===== config.mk =====
export PLATFORM = sky130hd
export DESIGN_NAME = seg_scan_driver
export DESIGN_NICKNAME = d
export VERILOG_FILES = /design/src/rtl/seg_pkg.sv /design/src/rtl/SelectNPulse.sv /design/src/rtl/seg_scan_driver.sv
export SDC_FILE = /design/constraint.sdc
export NUM_CORES = 1
export LEC_CHECK = 0
export CORE_MARGIN = 3
export CORE_UTILIZATION = 45
export DETAILED_ROUTE_END_ITERATION = 8
export GPL_ROUTABILITY_DRIVEN = 0
export GPL_TIMING_DRIVEN = 0
export HOLD_SLACK_MARGIN = 0.1
export PLACE_DENSITY = 0.81
export SYNTH_ARGS = -nofsm -noshare
export SYNTH_HDL_FRONTEND = slang
export SYNTH_HIERARCHICAL = 1
export SYNTH_SLANG_ARGS = --single-unit

===== constraint.sdc =====
create_clock -name Clock -period 7.9 [get_ports Clock]
set_clock_uncertainty 0.1 [all_clocks]
set_input_delay 1.975 -clock Clock [delete_from_list [all_inputs] [get_ports Clock]]
set_output_delay 1.975 -clock Clock [all_outputs]
set_load 0.02 [all_outputs]

===== src/rtl/seg_pkg.sv =====
// Shared constants and the hex-to-segment decode for the scan driver.
// Segment encoding is active-low {dp,g,f,e,d,c,b,a}.
package seg_pkg;

  // All segments dark.
  localparam logic [7:0] SEG_BLANK = 8'hFF;

  // Bit position of the decimal point inside a segment pattern.
  localparam int DP_BIT = 7;

  // Active-low 7-segment glyph for a hex digit; the dp bit is left dark.
  function automatic logic [7:0] hex7(input logic [3:0] nib);
    logic [7:0] seg;
    case (nib)
      4'h0:    seg = 8'hC0;
      4'h1:    seg = 8'hF9;
      4'h2:    seg = 8'hA4;
      4'h3:    seg = 8'hB0;
      4'h4:    seg = 8'h99;
      4'h5:    seg = 8'h92;
      4'h6:    seg = 8'h82;
      4'h7:    seg = 8'hF8;
      4'h8:    seg = 8'h80;
      4'h9:    seg = 8'h90;
      4'hA:    seg = 8'h88;
      4'hB:    seg = 8'h83;
      4'hC:    seg = 8'hC6;
      4'hD:    seg = 8'hA1;
      4'hE:    seg = 8'h86;
      default: seg = 8'h8E;
    endcase
    return seg;
  endfunction

endpackage


===== src/rtl/SelectNPulse.sv =====
// Free-running divide-by-N pulse generator: Pulse is high for one Clock
// out of every N. With N = 1 the pulse is permanently high.
module SelectNPulse #(
  parameter int N = 4
) (
  input  logic Clock,
  input  logic Reset,
  output logic Pulse
);

  localparam int CW = (N > 1) ? $clog2(N) : 1;
  localparam logic [CW-1:0] LAST = CW'(N - 1);

  logic [CW-1:0] count;

  // Pulse is decoded straight from the counter so it lines up with the
  // Clock in which the count sits at its terminal value.
  assign Pulse = (count == LAST);

  // Count 0..N-1 and restart.
  always_ff @(posedge Clock or posedge Reset) begin
    if (Reset) begin
      count <= '0;
    end else if (Pulse) begin
      count <= '0;
    end else begin
      count <= count + 1'b1;
    end
  end

endmodule


===== src/rtl/seg_scan_driver.sv =====
// Multiplexed common-anode 7-segment scan driver, active-low outputs.
// Each digit owns a slot of 2**DimBits sub-phases; the digit is lit during
// the sub-phases not above Brightness. All displayed content comes from a
// snapshot taken once per frame, so input changes never tear a scan.
module seg_scan_driver
  import seg_pkg::*;
#(
  parameter int Digits         = 8,
  parameter int ClockPeriod_ns = 20,
  parameter int RefreshTime_ns = 1_000_000,
  parameter int DimBits        = 3,
  parameter int BlinkFrames    = 250
) (
  input  logic                  Clock,
  input  logic                  Reset,
  input  logic [Digits*4-1:0]   Nibbles,
  input  logic [Digits*8-1:0]   RawSeg,
  input  logic [Digits-1:0]     RawMode,
  input  logic [Digits-1:0]     Dp,
  input  logic [Digits-1:0]     Blank,
  input  logic [Digits-1:0]     Blink,
  input  logic [DimBits-1:0]    Brightness,
  output logic [Digits-1:0]     Indicators,
  output logic [7:0]            Segments,
  output logic                  FrameStart
);

  localparam int Prescale    = RefreshTime_ns / ClockPeriod_ns / Digits;
  localparam int SubPrescale = Prescale >> DimBits;
  // Keeps the prescaler legal while the elaboration error below fires.
  localparam int TickN       = (SubPrescale < 1) ? 1 : SubPrescale;
  localparam int DW          = $clog2(Digits);
  localparam int FW          = (BlinkFrames > 1) ? $clog2(BlinkFrames) : 1;

  localparam logic [DW-1:0]      LAST_DIGIT = DW'(Digits - 1);
  localparam logic [DimBits-1:0] PHASE_MAX  = '1;
  localparam logic [FW-1:0]      FRAME_LAST = FW'(BlinkFrames - 1);

  if (SubPrescale < 1) begin : g_bad_timing
    $error("seg_scan_driver: refresh period too short for Digits/DimBits at this clock");
  end

  // Scan timebase
  logic               tick;
  logic [DimBits-1:0] sub_phase;
  logic [DW-1:0]      digit_idx;
  logic               phase_wrap;
  logic               frame_adv;

  // Frame snapshot
  logic [Digits*4-1:0] snap_nibbles;
  logic [Digits*8-1:0] snap_raw_seg;
  logic [Digits-1:0]   snap_raw_mode;
  logic [Digits-1:0]   snap_dp;
  logic [Digits-1:0]   snap_blank;
  logic [Digits-1:0]   snap_blink;
  logic [DimBits-1:0]  snap_bright;

  // Blink phase
  logic [FW-1:0] frame_cnt;
  logic          blink_off;

  // Current digit, selected out of the snapshot
  logic [3:0]        cur_nib;
  logic [7:0]        cur_raw;
  logic              cur_mode;
  logic              cur_dp;
  logic              cur_blank;
  logic              cur_blink;
  logic [7:0]        pattern;
  logic              lit;
  logic [Digits-1:0] select_low;

  SelectNPulse #(
    .N (TickN)
  ) u_tick (
    .Clock (Clock),
    .Reset (Reset),
    .Pulse (tick)
  );

  assign phase_wrap = tick && (sub_phase == PHASE_MAX);
  // The advance that carries digit 0 back to the top digit starts a frame.
  assign frame_adv  = phase_wrap && (digit_idx == '0);

  // Sub-phase steps once per tick and wraps naturally.
  always_ff @(posedge Clock or posedge Reset) begin
    if (Reset) begin
      sub_phase <= '0;
    end else if (tick) begin
      sub_phase <= sub_phase + 1'b1;
    end
  end

  // Digit index counts down from Digits-1 once per full slot.
  always_ff @(posedge Clock or posedge Reset) begin
    if (Reset) begin
      digit_idx <= LAST_DIGIT;
    end else if (phase_wrap) begin
      if (digit_idx == '0) begin
        digit_idx <= LAST_DIGIT;
      end else begin
        digit_idx <= digit_idx - 1'b1;
      end
    end
  end

  // Capture every display input at the frame boundary; reset leaves all digits blanked.
  always_ff @(posedge Clock or posedge Reset) begin
    if (Reset) begin
      snap_nibbles  <= '0;
      snap_raw_seg  <= '0;
      snap_raw_mode <= '0;
      snap_dp       <= '0;
      snap_blank    <= '1;
      snap_blink    <= '0;
      snap_bright   <= '0;
    end else if (frame_adv) begin
      snap_nibbles  <= Nibbles;
      snap_raw_seg  <= RawSeg;
      snap_raw_mode <= RawMode;
      snap_dp       <= Dp;
      snap_blank    <= Blank;
      snap_blink    <= Blink;
      snap_bright   <= Brightness;
    end
  end

  // Count snapshots; flip the blink phase each time the count wraps.
  always_ff @(posedge Clock or posedge Reset) begin
    if (Reset) begin
      frame_cnt <= '0;
      blink_off <= 1'b0;
    end else if (frame_adv) begin
      if (frame_cnt == FRAME_LAST) begin
        frame_cnt <= '0;
        blink_off <= ~blink_off;
      end else begin
        frame_cnt <= frame_cnt + 1'b1;
      end
    end
  end

  // Select the fields of the digit being scanned out of the snapshot.
  always_comb begin
    cur_nib   = '0;
    cur_raw   = SEG_BLANK;
    cur_mode  = 1'b0;
    cur_dp    = 1'b0;
    cur_blank = 1'b1;
    cur_blink = 1'b0;
    for (int i = 0; i < Digits; i++) begin
      if (digit_idx == DW'(i)) begin
        cur_nib   = snap_nibbles[i*4 +: 4];
        cur_raw   = snap_raw_seg[i*8 +: 8];
        cur_mode  = snap_raw_mode[i];
        cur_dp    = snap_dp[i];
        cur_blank = snap_blank[i];
        cur_blink = snap_blink[i];
      end
    end
  end

  // Build the glyph and decide whether this sub-phase is lit.
  always_comb begin
    pattern = cur_mode ? cur_raw : hex7(cur_nib);
    if (cur_dp) begin
      pattern[DP_BIT] = 1'b0;
    end
    lit        = !cur_blank && !(cur_blink && blink_off) && (sub_phase <= snap_bright);
    select_low = ~(Digits'(1) << digit_idx);
  end

  // Register select, segments and frame pulse together so the digit and its
  // pattern always switch in the same Clock and select never goes multi-hot.
  always_ff @(posedge Clock or posedge Reset) begin
    if (Reset) begin
      Indicators <= '1;
      Segments   <= SEG_BLANK;
      FrameStart <= 1'b0;
    end else begin
      FrameStart <= frame_adv;
      if (lit) begin
        Indicators <= select_low;
        Segments   <= pattern;
      end else begin
        Indicators <= '1;
        Segments   <= SEG_BLANK;
      end
    end
  end

endmodule


# ---- Word level (Yosys, flattened, before mapping)
# Memory sizes are Yosys's and may differ from the RTL's.
# Index checks and enable logic that the tools add are counted.
dict set report totals {
  elab_cells 98
  mem_count 1
  mem_bits_ro 112
  regBits 173
  output_inout_bits 17
}
# name depth width read_ports rd_ports_with_merged_regs wr line_no
set mem_list {}
lappend mem_list {{(no name shown)} 16 7 1 0 0 seg_pkg.sv:14} ;# case (nib)
dict set report classes {
  muxes 55
  reduce_logical 9
  n_shift 1
  n_bitwise 2
  n_addsub 4
  n_lt_le_gt_ge 1
  eq_ne 10
}
# operator count
set ops {}
lappend ops {{$mux 8} 12}
lappend ops {{$mux 1} 33}
lappend ops {{$mux 4} 8}
lappend ops {{$eq 3x3->1 const B} 5}
lappend ops {{$add 10x1->10 const B} 1}
lappend ops {{$eq 10x10->1 const B} 1}
lappend ops {{$mux 10} 1}
lappend ops {{$add 8x1->8 const B} 1}
lappend ops {{$eq 8x8->1 const B} 1}
lappend ops {{$not 8->8} 1}
lappend ops {{$shl 1x3->8 const A} 1}
lappend ops {{$eq 3x2->1 const B} 2}
lappend ops {{$logic_and 1x1->1} 5}
lappend ops {{$add 3x1->3 const B} 1}
lappend ops {{$eq 3x1->1 const B} 1}
lappend ops {{$le 3x3->1} 1}
lappend ops {{$logic_not 3->1} 1}
lappend ops {{$mux 3} 1}
lappend ops {{$sub 3x1->3 const B} 1}
lappend ops {{$logic_not 1->1} 2}
lappend ops {{$reduce_and 2->1} 1}
lappend ops {{$not 1->1} 1}

# ---- Depth between registers and ports, before layout
dict set report logic_depth {
  word_depth 14
  mapped_depth 13
  depth_no_buf 11
}

# ---- By module
# Netlist, hierarchy kept.
# module instances cells_per_inst seq_area_each_um2 area_per_inst_um2
set modules_own_cells {}
lappend modules_own_cells {seg_scan_driver 1 879 4112.7 7766.2}
lappend modules_own_cells {SelectNPulse 1 47 250.2 509.2}

# ---- Worst setup path before layout
# Ideal clock, no wire load.
dict set report synth_timing {
  path_kind {reg2reg}
  startpoint {register digit_idx[1]}
  endpoint {register Segments[3]}
  setup_time_ns 0.080
  required_ns 7.720
  n_path_buf 2
  stages_incl_launch_ff 13
  path_slack_ns 4.891
  t_arrival_ns 2.829
  cell_sequence {dfstp_2 inv_1 ha_1 buf_2 buf_2 a21oi_1 a21oi_1 or4_4 inv_1 ha_1 inv_1 mux4_1 o22a_1}
}
dict set report synth_between {
  elab_chain_cells 14
}
# element line_no
set synth_rtl {}
lappend synth_rtl {{from (decl)} seg_scan_driver.sv:46} ;# logic [DW-1:0] digit_idx;
lappend synth_rtl {{from (signal assigned)} seg_scan_driver.sv:103} ;# digit_idx <= digit_idx - 1'b1;
lappend synth_rtl {{parallel branches: the longest is 13 deep, another holds $mem_v2 16x7} --}
lappend synth_rtl {{$mux 8 (*)} seg_scan_driver.sv:183} ;# if (lit) begin
lappend synth_rtl {{to (signal assigned)} seg_scan_driver.sv:185} ;# Segments <= pattern;
lappend synth_rtl {{to (decl)} seg_scan_driver.sv:24} ;# output logic [7:0] Segments,
# Mark *: on every way between the ends.
# A chain may end at the register's enable or synchronous reset.

# ---- Worst setup path in the final report
dict set report layout_timing {
  startpoint {register Segments[7]}
  endpoint {output Segments[7]}
}
# No word-level cell between the ends.

==> impl_metrics.py <==
metrics = {
    "pwr": {
        "p_leak_nw": 4.61,
        "p_per_area_nw_per_um2": 174,
        "peakVddDrop_mv": 0.176,
    },
    "clocking": {
        "postCtsHoldBufs": 0,
        "clockBufferDepth": 2,
        "clk_pin_slew_ns": 0.07,
        "cts.htree.levels": 4,
        "clk_latency_ns": 0.43,
        "cts_root_buf": "clkbuf_16",
        "cts_tree": "built",
        "post-cts-setup-buffer-count": 0,
        "numCtsBuffers": 17,
        "clkSinkCount": 173,
        "cts_resized": 0,
    },
    "job": {
        "cap_violations": 0,
    },
    "worst_setup_path": {
        "cp_cell_sequence": "clkdlybuf4s50_1",
        "cp_slowest_cell": "clkdlybuf4s50_1",
        "startpoint": "Segments[7]$_DFF_PP1_",
        "critPathTopFamily": "buffers and inverters",
        "cp_max_fo": 1,
        "path_buf_inv": 1,
        "arrival_ns": 1.59,
        "cp_slowest_stage_delay_ns": 0.60,
        "worst-setup-path-type": "register to primary output",
        "cp-end-kind": "primary output",
        "reg2reg_from": "u_tick/count[0]$_DFF_PP0_",
        "critPathRequiredTime_ns": 5.83,
        "reg2reg_setup_slack_ns": 4.30,
        "r2r_cells": 10,
        "setup.worst_path.start_class": "register",
        "rr_endpoint": "snap_nibbles[17]$_DFFE_PP0P_",
        "cp.depth": 1,
        "cp-endpoint": "Segments[7]",
    },
    "synthesis": {
        "syn-num-nets": 1080,
        "ys_seq_elements": 173,
        "yosys-top-cells-area": "dfrtp_1, nand2_1, dfstp_2",
        "netlist_area_um2": 8280,
        "synthTopCellsByCount": "nand2_1, dfrtp_1, o21ai_0",
        "synthFlopType": "dfrtp_1",
        "netlist.area_leader.share_pct": 44.1,
        "netlist-cell-type-count": 74,
        "netlist_instances": 926,
        "ys_seq_area_share_pct": 52.7,
        "yosysWarnings": 6,
        "avgSynthCellArea_um2": 8.94,
        "synth_edf_count": 0,
        "synthArstFlopShare_pct": 100,
        "synth_most_common_cell": "nand2_1",
        "synth_top_area_cell": "dfrtp_1",
    },
    "grt": {
        "grt_pass1_wl_um": 37800,
        "grt_usage_pct": 24.0,
        "grt_overflow": 0,
        "grt_pass1_vias": 7291,
        "antenna_found_initial": 0,
        "grt_max_degree": 97,
    },
    "timing": {
        "tns_ns": 0,
        "fmax_mhz": 273,
        "max_slew_margin_pct": 42.4,
        "setup_violations": 0,
        "tightest_slew_ns": 0.864,
        "period_share_pct": 46.4,
        "maxSlewViolCount": 0,
        "hold_violations": 0,
        "rsz0062_at_grt": "no",
        "min_period_ns": 3.67,
    },
    "drt": {
        "drtIter0Drc": 602,
        "drc_errors": 0,
        "ant_nets": 0,
        "wire_per_inst_um": 17.9,
        "routed_via_density": 5.46,
        "drt-total-wl_um": 23900,
        "num_vias": 7277,
        "firstDrtPassIters": 5,
    },
    "placement": {
        "port_buffers": 149,
        "place_hpwl_um": 17200,
        "placed_cell_area_um2": 10100,
    },
    "floorplan": {
        "initial_core_util_pct": 46.9,
        "die_y_um": 142,
        "ioPinCount": 150,
        "coreArea_um2": 17700,
        "die_w_um": 142,
        "die_area_um2": 20100,
        "rows": 48,
    },
    "run_status": {
        "status": "completed",
    },
    "final_layout": {
        "fin_util_pct": 60.5,
        "fin_nets": 1249,
        "syn_to_final_growth_pct": 29.2,
        "stdcell_area_um2": 10700,
        "diodes": 0,
        "drive_gt1_share_pct": 9.21,
    },
    "min_path": {
        "holdPathStages": 2,
        "hp-class": "register to register",
    },
}
## worst min-delay path, delay by kind of cell (launching register included)
family,cells,cell delay [ns]
DFF,1,0.37
and+or+nand+nor,2,0.10
## flip-flops by register name (all words and copies together), names as in the netlist
signal / count
snap_dp: 8
FrameStart: 1
Indicators: 8
sub_phase: 3
snap_raw_seg: 64
Segments: 8
snap_raw_mode: 8
snap_blink: 8
snap_bright: 3
blink_off: 1
u_tick/count: 10
frame_cnt: 8
snap_nibbles: 32
digit_idx: 3
snap_blank: 8
## stage by stage
stage	instances	worst slack [ns]	power, mW	hold slack (ns)
after floorplan	926	1.46	0.916	0.337
after global placement	1300	-0.579	0.989	0.349
after detailed placement	1301	4.37	0.991	0.351
after CTS	1333	4.24	1.86	0.362
after global routing	1333	4.09	1.91	0.375
final	1333	4.23	1.86	0.359
## worst min-delay path by stage
stage                                 start                      endpoint  slack (ns)
2_1_floorplan  snap_nibbles[18]$_DFFE_PP0P_  snap_nibbles[18]$_DFFE_PP0P_        0.34
3_3_place_gp      snap_blank[5]$_DFFE_PP1P_     snap_blank[5]$_DFFE_PP1P_        0.35
3_5_place_dp      snap_blank[2]$_DFFE_PP1P_     snap_blank[2]$_DFFE_PP1P_        0.35
4_1_cts           snap_blank[2]$_DFFE_PP1P_     snap_blank[2]$_DFFE_PP1P_        0.36
5_1_grt           snap_blank[4]$_DFFE_PP1P_     snap_blank[4]$_DFFE_PP1P_        0.38
6_report          snap_blank[2]$_DFFE_PP1P_     snap_blank[2]$_DFFE_PP1P_        0.36
## cell type report
class | instances | area [µm²]
flip-flops and latches | 173 | 4360
well taps | 225 | 282
multi-input cells | 676 | 3570
repair buffers | 150 | 1520
plain buffers | 50 | 234
inverters | 27 | 109
fillers | 1470 | 6970
clock buffers | 22 | 444
clock inverters | 10 | 165
## report_power, final
group | leakage, nW | internal, mW | switching, mW
clock | 0.297 | 0.532 | 0.354
sequential | 1.67 | 0.886 | 0
combinational | 2.65 | 0.0589 | 0.0289
total | 4.61 | 1.48 | 0.382
## per-layer routing
| metal | global-route usage, % | up-vias | part of all wire (%) |
|---|---|---|---|
| li1 | - | 3395 | - |
| met1 | 31.1 | 3474 | 40 |
| met2 | 38.9 | 347 | 48 |
| met3 | 5.70 | 61 | 8.6 |
| met4 | 9.65 | 0 | 3.1 |
| met5 | 0 | - | 0 |
## cell families after synthesis
family                     after synthesis  synth area share, %
AOI/OAI and AO/OA                      128                 10.7
xor gates and xnor gates                10                 1.06
adders and majority gates               21                 3.18
buffers and inverters                   77                 4.08
DFF                                    173                 52.7
muxes                                   13                 2.92
and+or+nand+nor                        504                 25.3
## placed cells by master (no fill, tap or decap), types with 17 or more instances in the layout
| cell | netlist | routed |
|---|---|---|
| o21ai_0 | 40 | 40 |
| nor2_1 | 22 | 22 |
| inv_1 | 22 | 21 |
| clkbuf_1 | 27 | 32 |
| clkbuf_16 | 0 | 17 |
| ha_1 | 21 | 21 |
| clkdlybuf4s50_1 | 0 | 149 |
| nand2_1 | 415 | 415 |
| dfrtp_1 | 146 | 146 |
| dfstp_2 | 27 | 27 |
No activity file was read; power rests on OpenSTA's default activity.
